[src/rtl/gray_up_down_counter.sv]
// Gray-code up/down counter with clear, Gray load, wrap/saturate modes and end-point flags.
// Holds a binary count alongside its registered Gray image so out_gray leaves a flop.
module gray_up_down_counter #(
    parameter int unsigned WIDTH = 4
) (
    input  logic             clk,
    input  logic             rst_n,
    input  logic             in_clear,
    input  logic             in_load,
    input  logic [WIDTH-1:0] in_load_gray,
    input  logic             in_en,
    input  logic             in_up,
    input  logic             in_sat,
    output logic [WIDTH-1:0] out_gray,
    output logic             out_wrap,
    output logic             out_at_max,
    output logic             out_at_min
);

    localparam logic [WIDTH-1:0] MAX_BIN = '1;
    localparam logic [WIDTH-1:0] ONE     = WIDTH'(1);

    logic [WIDTH-1:0] bin_q, bin_d;
    logic [WIDTH-1:0] gray_q, gray_d;
    logic             wrap_q, wrap_d;
    logic [WIDTH-1:0] load_bin;

    // Gray-to-binary of the load value: running XOR from the MSB down
    always_comb begin
        logic acc;
        load_bin = '0;
        acc      = in_load_gray[WIDTH-1];
        load_bin[WIDTH-1] = acc;
        for (int i = int'(WIDTH) - 2; i >= 0; i--) begin
            acc         = acc ^ in_load_gray[i];
            load_bin[i] = acc;
        end
    end

    always_comb begin
        bin_d  = bin_q;
        gray_d = gray_q;
        wrap_d = 1'b0;
        if (in_clear) begin
            bin_d  = '0;
            gray_d = '0;
        end else if (in_load) begin
            bin_d  = load_bin;
            gray_d = in_load_gray;
        end else if (in_en) begin
            if (in_up) begin
                if (bin_q == MAX_BIN) begin
                    if (!in_sat) begin
                        bin_d  = '0;
                        wrap_d = 1'b1;
                    end
                end else begin
                    bin_d = bin_q + ONE;
                end
            end else begin
                if (bin_q == '0) begin
                    if (!in_sat) begin
                        bin_d  = MAX_BIN;
                        wrap_d = 1'b1;
                    end
                end else begin
                    bin_d = bin_q - ONE;
                end
            end
            gray_d = bin_d ^ (bin_d >> 1);
        end
    end

    always_ff @(posedge clk or negedge rst_n) begin
        if (!rst_n) begin
            bin_q  <= '0;
            gray_q <= '0;
            wrap_q <= 1'b0;
        end else begin
            bin_q  <= bin_d;
            gray_q <= gray_d;
            wrap_q <= wrap_d;
        end
    end

    assign out_gray   = gray_q;
    assign out_wrap   = wrap_q;
    // Flags decode the live count so they line up with out_gray
    assign out_at_max = (bin_q == MAX_BIN);
    assign out_at_min = (bin_q == '0);

endmodule

[config.mk]
export PLATFORM = sky130hd
export DESIGN_NAME = gray_up_down_counter
export DESIGN_NICKNAME = d
export VERILOG_FILES = /design/src/rtl/gray_up_down_counter.sv
export SDC_FILE = /design/constraint.sdc
export NUM_CORES = 1
export LEC_CHECK = 0
export BUFFER_PORTS_ARGS = -buffer_cell sky130_fd_sc_hd__buf_2
export CORE_MARGIN = 2
export CORE_UTILIZATION = 40
export DETAILED_ROUTE_END_ITERATION = 6
export GPL_ROUTABILITY_DRIVEN = 1
export HOLD_SLACK_MARGIN = 0.12
export PLACE_DENSITY = 0.62
export RECOVER_POWER = 100
export SLEW_MARGIN = 20
export SYNTH_ARGS = -nofsm -noshare
export SYNTH_HDL_FRONTEND = slang
export SYNTH_SLANG_ARGS = --single-unit
[constraint.sdc]
create_clock -name clk -period 3 [get_ports clk]
set_input_delay 0.15 -clock clk [delete_from_list [all_inputs] [get_ports clk]]
set_output_delay 0.15 -clock clk [all_outputs]
set_load 0.02 [all_outputs]
# [After elaboration in Yosys (flattened, before gate mapping)]
# Cells that the tools add are included.
[word_totals] out_inout_bits=7 regBits=9 elab_cells=33 input_bits=11
[op_classes] add_sub_neg=2 muxes=21 eq_ne=1 n_reduce_logical=2 bitwise=4
[op_table] cell="4-bit 2-to-1 mux" n=14
[op_table] cell="1-bit 2-to-1 mux" n=7
[op_table] cell="4-bit by 1-bit adder with 4-bit output, second input constant" n=1
[op_table] cell="4-bit equality test, second input constant" n=1
[op_table] cell="4-bit logical NOT" n=1
[op_table] cell="4-bit by 1-bit subtractor with 4-bit output, second input constant" n=1
[op_table] cell="4-bit by 3-bit bitwise XOR with 4-bit output" n=1
[op_table] cell="3-bit nonzero test" n=1
[op_table] cell="1-bit bitwise XOR" n=3

# [Logic depth before layout (Yosys ltp)]
# Gate-level depths: netlist of the first run.
[logic_depth] depth_word=10 ltp_mapped=8 ltp_nobuf=8

# [Worst setup path before layout of the first run]
# No wires, ideal clock.
[synth_timing] kind="register to register" start="register bin_q[0]" end="register gray_q[1] (netlist: out_gray[1])" setup_time_ps=120 required_ps=2880 path_stages_with_launch=9 setup_slack_ps=998 arrival_ps=1882 path_buffers=0 synth_period_minus_slack_ps=2002 cell_sequence="dfrtp_1 -> inv_1 -> ha_1 -> nand2_2 -> inv_2 -> o21bai_1 -> a21boi_1 -> or4_1 -> a31o_1"
[synth_via] elab_chain_len=10 elab_cells_between_ends=14 cone_classes="add/sub (2); eq/ne (1); mux (9); bitwise (1); reduce/logical (1)"
[synth_lines] element="start: declaration" line_no="23" source="logic [WIDTH-1:0] bin_q, bin_d;"
[synth_lines] element="start signal: assignment" line_no="80" source="bin_q <= bin_d;"
[synth_lines] element="4-bit logical NOT"
[synth_lines] element="via out_at_min" line_no="17" source="output logic out_at_min"
[synth_lines] element="4-bit 2-to-1 mux" line_no="61" source="if (bin_q == '0) begin"
[synth_lines] element="4-bit 2-to-1 mux" line_no="51" source="if (in_up) begin"
[synth_lines] element="4-bit 2-to-1 mux" line_no="50" source="end else if (in_en) begin"
[synth_lines] element="4-bit 2-to-1 mux" line_no="47" source="end else if (in_load) begin"
[synth_lines] element="4-bit 2-to-1 mux" line_no="44" source="if (in_clear) begin"
[synth_lines] element="4-bit by 3-bit bitwise XOR with 4-bit output" line_no="70" source="gray_d = bin_d ^ (bin_d >> 1);"
[synth_lines] element="4-bit 2-to-1 mux" line_no="50"
[synth_lines] element="4-bit 2-to-1 mux" line_no="47"
[synth_lines] element="4-bit 2-to-1 mux" line_no="44"
[synth_lines] element="end signal: assignment" line_no="81" source="gray_q <= gray_d;"
[synth_lines] element="end: declaration" line_no="24" source="logic [WIDTH-1:0] gray_q, gray_d;"
# The timed path passes the listed nets, and every way through them passes these cells. The select of a mux whose other input is x is not followed.
# A chain may end at the register's enable or synchronous reset.

# [Worst setup path in the final report of the first run]
[layout_timing] start="register bin_q[0]" end="register gray_q[1] (netlist: out_gray[1])"
[layout_via] elab_chain_len=10 elab_cells_between_ends=14 cone_classes="add/sub (2); eq/ne (1); mux (9); bitwise (1); reduce/logical (1)"
[layout_lines] element="4-bit by 1-bit subtractor with 4-bit output, or another cell as far along" line_no="67" source="bin_d = bin_q - ONE;"
[layout_lines] element="4-bit 2-to-1 mux (on tied branches)" line_no="61, 52"
[layout_lines] element="4-bit 2-to-1 mux *" line_no="51"
[layout_lines] element="4-bit 2-to-1 mux *" line_no="50"
[layout_lines] element="4-bit 2-to-1 mux *" line_no="47"
[layout_lines] element="4-bit 2-to-1 mux *" line_no="44"
[layout_lines] element="4-bit by 3-bit bitwise XOR with 4-bit output *" line_no="70"
[layout_lines] element="4-bit 2-to-1 mux *" line_no="50"
[layout_lines] element="4-bit 2-to-1 mux *" line_no="47"
[layout_lines] element="4-bit 2-to-1 mux *" line_no="44"
# Every way passes the cells marked *; elsewhere a longest branch is shown, timed or not. The select of a mux whose other input is x is not followed.

==> impl_metrics.xml, run 1 <==
<?xml version="1.0" encoding="UTF-8"?>
<metrics>
  <group name="timing">
    <metric name="post-route-min-period" unit="ns">2.25</metric>
    <metric name="report.final.setup_viol" unit="">0</metric>
    <metric name="finalSetupTns" unit="ns">0</metric>
    <metric name="slew_headroom" unit="%">62.1</metric>
    <metric name="timing.final.max_slew_violations" unit="">0</metric>
    <metric name="grt_setup_unrepaired" unit="">false</metric>
    <metric name="worst_slew_pin_slew" unit="ns">0.561</metric>
    <metric name="max_freq" unit="GHz">0.444</metric>
    <metric name="finalHoldViolCount" unit="">0</metric>
    <metric name="final.setup_skew" unit="ns">0.00457</metric>
    <metric name="min_period_over_period" unit="%">75.1</metric>
  </group>
  <group name="synth">
    <metric name="synth.distinct_cells" unit="">47</metric>
    <metric name="synth-seq-cells" unit="">8</metric>
    <metric name="number_of_flops_mapped_to_enable_cells_by_yosys" unit="">0</metric>
    <metric name="synth_area" unit="um^2">753</metric>
    <metric name="synth-seq-area-share" unit="%">26.6</metric>
    <metric name="yosys_warnings" unit="">0</metric>
    <metric name="postSynth.topFlopCell" unit="">sky130_fd_sc_hd__dfrtp_1</metric>
    <metric name="postSynthNetCount" unit="">103</metric>
    <metric name="syn_area_per_cell" unit="um^2">8.37</metric>
    <metric name="postSynthCellCount" unit="">90</metric>
    <metric name="synth_async_sr_flop_share" unit="%">100</metric>
  </group>
  <group name="clock_tree">
    <metric name="cts_tree" unit="">built</metric>
    <metric name="worst_setup_hold_path_clk_slew" unit="ns">0.05</metric>
    <metric name="clock-sinks" unit="">8</metric>
    <metric name="cts_buf_count" unit="">3</metric>
    <metric name="cts_max_level" unit="">1</metric>
    <metric name="buffer_cell_driving_the_clock_tree_root" unit="">sky130_fd_sc_hd__clkbuf_4</metric>
    <metric name="cts_max_path_buffers" unit="">2</metric>
    <metric name="clk_latency" unit="ns">0.25</metric>
  </group>
  <group name="cells_and_area">
    <metric name="final_cell_count_no_fill" unit="">130</metric>
    <metric name="fin_area" unit="um^2">835</metric>
    <metric name="number_of_antenna_repair_diodes" unit="">0</metric>
    <metric name="final_core_util" unit="%">47.8</metric>
    <metric name="most-common-layout-cells" unit="">10 x sky130_fd_sc_hd__buf_2, 8 x sky130_fd_sc_hd__nor2_1, 8 x sky130_fd_sc_hd__nand2_1, 8 x sky130_fd_sc_hd__dfrtp_1, 7 x sky130_fd_sc_hd__clkbuf_1</metric>
    <metric name="finish.net_count" unit="">120</metric>
    <metric name="share_of_cells_above_drive_strength_1" unit="%">15.2</metric>
    <metric name="final_common_cell" unit="">sky130_fd_sc_hd__buf_2</metric>
    <metric name="syn2layout_area_growth" unit="%">10.8</metric>
  </group>
  <group name="drt">
    <metric name="final_antenna_net_count" unit="">0</metric>
    <metric name="routed_via_density" unit="">5.77</metric>
    <metric name="routed_wirelength" unit="mm">1.84</metric>
    <metric name="routedWlPerCell" unit="um">14.1</metric>
    <metric name="drt_pre_antenna_iters" unit="">4</metric>
    <metric name="drt_iter0_markers" unit="">16</metric>
    <metric name="via_count" unit="">750</metric>
    <metric name="drt_drc_violations_left" unit="">0</metric>
  </group>
  <group name="setup_path">
    <metric name="startpoint_type" unit="">flop</metric>
    <metric name="reg2reg_to" unit="">out_gray[1]</metric>
    <metric name="crit_path_end_kind" unit="">flop</metric>
    <metric name="worstPathArrival" unit="ns">2.39</metric>
    <metric name="r2r_setup_slack" unit="ns">0.75</metric>
    <metric name="crit_type" unit="">reg -&gt; reg</metric>
    <metric name="worst_r2r_startpoint" unit="">bin_q[0]</metric>
    <metric name="worst-r2r-cell-count" unit="">7</metric>
    <metric name="worst-endpoint-required" unit="ns">3.14</metric>
    <metric name="worstPathMaxFanout" unit="">8</metric>
  </group>
  <group name="place">
    <metric name="detailedPlacementHpwl" unit="mm">1.41</metric>
    <metric name="placed_cell_area" unit="um^2">820</metric>
    <metric name="place.gp.congestion" unit="">0.841</metric>
    <metric name="dp.cells" unit="">126</metric>
    <metric name="io_buffer_count" unit="">17</metric>
  </group>
  <group name="floorplan">
    <metric name="floorplan.die_area" unit="mm^2">0.00225</metric>
    <metric name="initial_core_utilization" unit="%">43.2</metric>
    <metric name="die_width" unit="um">47.4</metric>
    <metric name="std_cell_rows" unit="">15</metric>
    <metric name="design.portCount" unit="">18</metric>
    <metric name="die_height" unit="um">47.4</metric>
    <metric name="coreArea" unit="mm^2">0.00175</metric>
  </group>
  <group name="pwr">
    <metric name="power.static_leakage" unit="nW">0.357</metric>
    <metric name="power-per-cell-area" unit="mW/mm^2">415</metric>
    <metric name="vdd.ir_drop.worst" unit="uV">304</metric>
    <metric name="report.power.total" unit="W">0.000346</metric>
  </group>
  <group name="worst_hold_path">
    <metric name="hold-path-endpoint" unit="">bin_q[3]</metric>
    <metric name="worstHoldPathCells" unit="">3</metric>
    <metric name="hp-start" unit="">in_load_gray[3]</metric>
    <metric name="hold_path_class" unit="">in -&gt; reg</metric>
  </group>
  <group name="global_route">
    <metric name="grt_overflow_total" unit="">0</metric>
    <metric name="grt_pass1_wl" unit="mm">2.83</metric>
    <metric name="maximum_number_of_pins_on_one_net_before_global_route_repair" unit="">20</metric>
    <metric name="first_global_vias" unit="">594</metric>
    <metric name="grt_resource_usage_total" unit="%">18.2</metric>
    <metric name="antenna_found_initial" unit="">0</metric>
  </group>
  <group name="flow_run">
    <metric name="drv_cap" unit="">0</metric>
  </group>
  <group name="run_status">
    <metric name="status" unit="">complete, no violations</metric>
  </group>
</metrics>
==> final cells by class <==
type	instances	area, um^2
tap	25	31.3
inverter	5	18.8
timing repair buffer	18	86.3
sequential	8	200
clock buffer	3	22.5
fill	191	911
multi-input combinational	71	475
==> metrics by stage <==
stage          setup slack (ns)  hold WS, ns
2_1_floorplan             0.998       -0.146
3_3_place_gp              0.842     0.000286
3_5_place_dp              0.817     0.000695
4_1_cts                   0.811        0.158
5_1_grt                   0.548        0.180
6_report                  0.747        0.163
==> logic make-up after synthesis <==
logic type / after synthesis / share of synthesized area (%)
buf+inv: 11 / 9.14
fa+ha+maj: 2 / 3.32
flops: 8 / 26.6
compound gates: 29 / 29.1
simple gates: 35 / 25.9
xor+xnor: 4 / 4.65
mux: 1 / 1.33
==> routing by layer <==
metal | vias to the layer above | GRT usage (%) | part of all wire [%]
met5 | - | 0 | 0
met4 | 0 | 3.33 | 0.33
met3 | 2 | 5.77 | 5.9
met2 | 27 | 26.8 | 48
met1 | 348 | 26.1 | 45
li1 | 373 | - | -
==> report_power, final <==
part | total [W] | internal, W | switching [W]
clock network | 0.0000791 | 0.0000456 | 0.0000335
logic | 0.000135 | 0.0000558 | 0.0000788
registers | 0.000132 | 0.000117 | 0.0000152
total | 0.000346 | 0.000219 | 0.000128
==> synth_stat cells, types with 2 or more instances <==
master                     n  area [um^2]
sky130_fd_sc_hd__dfrtp_1   8          200
sky130_fd_sc_hd__nor2_1    8         30.0
sky130_fd_sc_hd__inv_1     4         15.0
sky130_fd_sc_hd__nand3_1   4         20.0
sky130_fd_sc_hd__a21oi_1   5         25.0
sky130_fd_sc_hd__or3_1     2         12.5
sky130_fd_sc_hd__nand2_1   7         26.3
sky130_fd_sc_hd__ha_1      2         25.0
sky130_fd_sc_hd__o311ai_1  2         17.5
sky130_fd_sc_hd__a22oi_1   3         22.5
sky130_fd_sc_hd__o21ai_1   2         10.0
sky130_fd_sc_hd__xnor2_1   2         17.5
sky130_fd_sc_hd__xor2_1    2         17.5
sky130_fd_sc_hd__a221oi_1  2         17.5
sky130_fd_sc_hd__o31ai_1   2         15.0
sky130_fd_sc_hd__clkbuf_1  2         7.51
sky130_fd_sc_hd__nor3_1    3         15.0
==> how the worst max path moves through the flow <==
stage / start / end / slack, ns / depth (start not counted)
global placement: bin_q[0] / out_gray[1] / 0.84 / 7
detailed placement: bin_q[0] / out_gray[1] / 0.82 / 7
finish: bin_q[0] / out_gray[1] / 0.75 / 7
CTS: bin_q[0] / out_gray[1] / 0.81 / 7
floorplan: bin_q[0] / out_gray[1] / 1.0 / 8
global route: bin_q[0] / out_gray[1] / 0.55 / 7
==> flip-flops by register name, indices dropped and copies added, names as in the netlist <==
signal / flops
bin_q: 4
out_wrap: 1
out_gray: 3
==> timing repair <==
action,CTS,global route
endpoints found under the hold margin,8,0
hold buffers,1,0
resized for setup,0,0
buffers inserted,0,0
==> critical path, cell delays in order (launching register included) <==
cell and delay (ns):
sky130_fd_sc_hd__dfrtp_1 0.47, sky130_fd_sc_hd__inv_1 0.10, sky130_fd_sc_hd__ha_1 0.27, sky130_fd_sc_hd__nor3b_1 0.16, sky130_fd_sc_hd__o21ai_0 0.16, sky130_fd_sc_hd__o2111ai_1 0.29, sky130_fd_sc_hd__or4_1 0.48, sky130_fd_sc_hd__a31o_1 0.22
No activity file was read; power rests on OpenSTA's default activity.
==> run 2, diff against run 1 <==
--- a/config.mk
+++ b/config.mk
@@ -11,7 +11,7 @@
 export DETAILED_ROUTE_END_ITERATION = 6
 export GPL_ROUTABILITY_DRIVEN = 1
 export HOLD_SLACK_MARGIN = 0.12
-export PLACE_DENSITY = 0.62
+export PLACE_DENSITY = 0.65
 export RECOVER_POWER = 100
 export SLEW_MARGIN = 20
 export SYNTH_ARGS = -nofsm -noshare
==> constraint.sdc (replaced) <==
create_clock -name clk -period 2.05 [get_ports clk]
set_input_delay 0.1025 -clock clk [delete_from_list [all_inputs] [get_ports clk]]
set_output_delay 0.1025 -clock clk [all_outputs]
set_load 0.02 [all_outputs]
==> run 2 against run 1 <==
Worst hold slack got worse by 0.0063 ns. Fmax rose by 14%. Total power rose by 59%. Non-clock buffer count rose by 11. Design area rose by 12%. Highest routed layer unchanged.
==> impl_metrics.xml, run 2 (same netlist as run 1, synthesis figures left out) <==
<?xml version="1.0" encoding="UTF-8"?>
<metrics>
  <group name="clock_tree">
    <metric name="cts_max_level" unit="">1</metric>
    <metric name="cts_buf_count" unit="">3</metric>
    <metric name="clk_latency" unit="ns">0.25</metric>
    <metric name="post_cts_buffers" unit="">0</metric>
    <metric name="clock-sinks" unit="">8</metric>
    <metric name="cts_tree" unit="">built</metric>
    <metric name="buffer_cell_driving_the_clock_tree_root" unit="">sky130_fd_sc_hd__clkbuf_4</metric>
    <metric name="worst_setup_hold_path_clk_slew" unit="ns">0.05</metric>
    <metric name="cts_max_path_buffers" unit="">2</metric>
  </group>
  <group name="flow_run">
    <metric name="drv_cap" unit="">0</metric>
  </group>
  <group name="global_route">
    <metric name="first_global_vias" unit="">686</metric>
    <metric name="grt_overflow_total" unit="">0</metric>
    <metric name="maximum_number_of_pins_on_one_net_before_global_route_repair" unit="">20</metric>
    <metric name="antenna_found_initial" unit="">0</metric>
    <metric name="grt_pass1_wl" unit="mm">3.03</metric>
    <metric name="grt_resource_usage_total" unit="%">19.5</metric>
  </group>
  <group name="timing">
    <metric name="min_period_over_period" unit="%">96.0</metric>
    <metric name="finalSetupTns" unit="ns">0</metric>
    <metric name="report.final.setup_viol" unit="">0</metric>
    <metric name="finalHoldViolCount" unit="">0</metric>
    <metric name="max_freq" unit="GHz">0.508</metric>
    <metric name="slew_headroom" unit="%">64.3</metric>
    <metric name="final.setup_skew" unit="ns">0.00585</metric>
    <metric name="timing.final.max_slew_violations" unit="">0</metric>
    <metric name="grt_setup_unrepaired" unit="">false</metric>
    <metric name="post-route-min-period" unit="ns">1.97</metric>
    <metric name="fin_hold_ws" unit="ns">0.157</metric>
    <metric name="worst_slew_pin_slew" unit="ns">0.531</metric>
  </group>
  <group name="pwr">
    <metric name="power.switching_fraction" unit="%">36.4</metric>
    <metric name="vdd.ir_drop.worst" unit="uV">432</metric>
    <metric name="report.power.total" unit="W">0.000550</metric>
    <metric name="net-switching-power" unit="W">0.000200</metric>
    <metric name="power.share.combinational" unit="%">44.6</metric>
    <metric name="power-per-cell-area" unit="mW/mm^2">590</metric>
    <metric name="power_report.internal_total" unit="W">0.000350</metric>
    <metric name="seq_power_share" unit="%">34.1</metric>
    <metric name="power.share.clock" unit="%">21.4</metric>
    <metric name="power.static_leakage" unit="nW">0.405</metric>
  </group>
  <group name="floorplan">
    <metric name="die_width" unit="um">47.4</metric>
    <metric name="std_cell_rows" unit="">15</metric>
    <metric name="die_height" unit="um">47.4</metric>
    <metric name="design.portCount" unit="">18</metric>
    <metric name="coreArea" unit="mm^2">0.00175</metric>
    <metric name="initial_core_utilization" unit="%">43.2</metric>
    <metric name="floorplan.die_area" unit="mm^2">0.00225</metric>
  </group>
  <group name="cells_and_area">
    <metric name="largest_register_ff_count" unit="">4</metric>
    <metric name="final_core_util" unit="%">53.3</metric>
    <metric name="share_of_cells_above_drive_strength_1" unit="%">19.8</metric>
    <metric name="final_cell_count_no_fill" unit="">141</metric>
    <metric name="syn2layout_area_growth" unit="%">23.6</metric>
    <metric name="most-common-layout-cells" unit="">10 x sky130_fd_sc_hd__buf_2, 10 x sky130_fd_sc_hd__clkbuf_1, 8 x sky130_fd_sc_hd__nor2_1, 8 x sky130_fd_sc_hd__dfrtp_1, 7 x sky130_fd_sc_hd__nand2_1</metric>
    <metric name="top_register" unit="">bin_q</metric>
    <metric name="number_of_antenna_repair_diodes" unit="">0</metric>
    <metric name="finish.net_count" unit="">131</metric>
  </group>
  <group name="drt">
    <metric name="drt_drc_violations_left" unit="">0</metric>
    <metric name="via_count" unit="">839</metric>
    <metric name="routed_wirelength" unit="mm">1.99</metric>
    <metric name="routedWlPerCell" unit="um">14.1</metric>
    <metric name="drt_iter0_markers" unit="">40</metric>
    <metric name="routed_via_density" unit="">5.95</metric>
    <metric name="final_antenna_net_count" unit="">0</metric>
    <metric name="drt_pre_antenna_iters" unit="">4</metric>
  </group>
  <group name="setup_path">
    <metric name="crit_path_end_kind" unit="">flop</metric>
    <metric name="worst-endpoint-required" unit="ns">2.19</metric>
    <metric name="startpoint_type" unit="">flop</metric>
    <metric name="worst_r2r_startpoint" unit="">bin_q[0]</metric>
    <metric name="crit_type" unit="">reg -&gt; reg</metric>
    <metric name="worst_setup_path_startpoint" unit="">bin_q[0]</metric>
    <metric name="worstPathMaxFanout" unit="">7</metric>
    <metric name="worstPathArrival" unit="ns">2.11</metric>
  </group>
  <group name="place">
    <metric name="place.gp.congestion" unit="">0.809</metric>
    <metric name="io_buffer_count" unit="">17</metric>
    <metric name="dp.cells" unit="">134</metric>
    <metric name="detailedPlacementHpwl" unit="mm">1.47</metric>
  </group>
  <group name="worst_hold_path">
    <metric name="hold_path_class" unit="">in -&gt; reg</metric>
    <metric name="hp-start" unit="">in_en</metric>
  </group>
  <group name="run_status">
    <metric name="status" unit="">complete, no violations</metric>
  </group>
</metrics>
## run 2: final timing paths
kind	depth (start not counted)	slack, ns	end
worst max-delay path	7	0.08	out_gray[1]
worst min-delay path	3	0.16	bin_q[0]
worst max register to register	7	0.08	out_gray[1]
worst min register to register	2	0.60	out_gray[2]
max in group asynchronous	2	1.44	bin_q[2]
min in group asynchronous	2	0.31	bin_q[0]
## run 2: routing by layer
| metal | global-route usage, % | part of all wire, % |
|---|---|---|
| met4 | 2.78 | 0.60 |
| met2 | 31.4 | 50 |
| met5 | 0 | 0 |
| met1 | 25.4 | 41 |
| met3 | 7.31 | 8.8 |
## run 2: power by group through the flow
| stage | registers [W] | clock network (W) | logic [W] |
|---|---|---|---|
| 6_report | 0.000187 | 0.000117 | 0.000245 |
| 5_1_grt | 0.000189 | 0.000128 | 0.000270 |
| 2_1_floorplan | 0.000196 | 0 | 0.000153 |
| 3_5_place_dp | 0.000189 | 0 | 0.000236 |
| 4_1_cts | 0.000187 | 0.000119 | 0.000244 |
| 3_3_place_gp | 0.000188 | 0 | 0.000234 |
## run 2: layout make-up
type                    instances  area, um^2
clock buffers                   3        22.5
fillers                       169         815
inverters                       5        18.8
multi-input cells              71         493
flip-flops and latches          8         200
well taps                      25        31.3
repair buffers                 29         165
## run 2: timing repair
action                                  4_1_cts  5_1_grt
endpoints found under the setup margin        0        3
hold buffers                                  4        0
hold endpoints to repair                     10        0
resized for setup                             0        3
## run 2: critical path, stage by stage (launching register included)
cell	delay, ns
sky130_fd_sc_hd__dfrtp_1	0.37
sky130_fd_sc_hd__buf_4	0.16
sky130_fd_sc_hd__ha_1	0.25
sky130_fd_sc_hd__nand3_1	0.15
sky130_fd_sc_hd__o22a_1	0.16
sky130_fd_sc_hd__nor2_1	0.04
sky130_fd_sc_hd__or4_1	0.49
sky130_fd_sc_hd__a31o_1	0.23
## run 2: through the flow
step / worst slack (ns) / instance area (um^2)
6_report: 0.0818 / 931
2_1_floorplan: 0.0484 / 753
4_1_cts: 0.0321 / 942
3_5_place_dp: 0.0427 / 880
5_1_grt: 0.00940 / 931
3_3_place_gp: 0.111 / 880
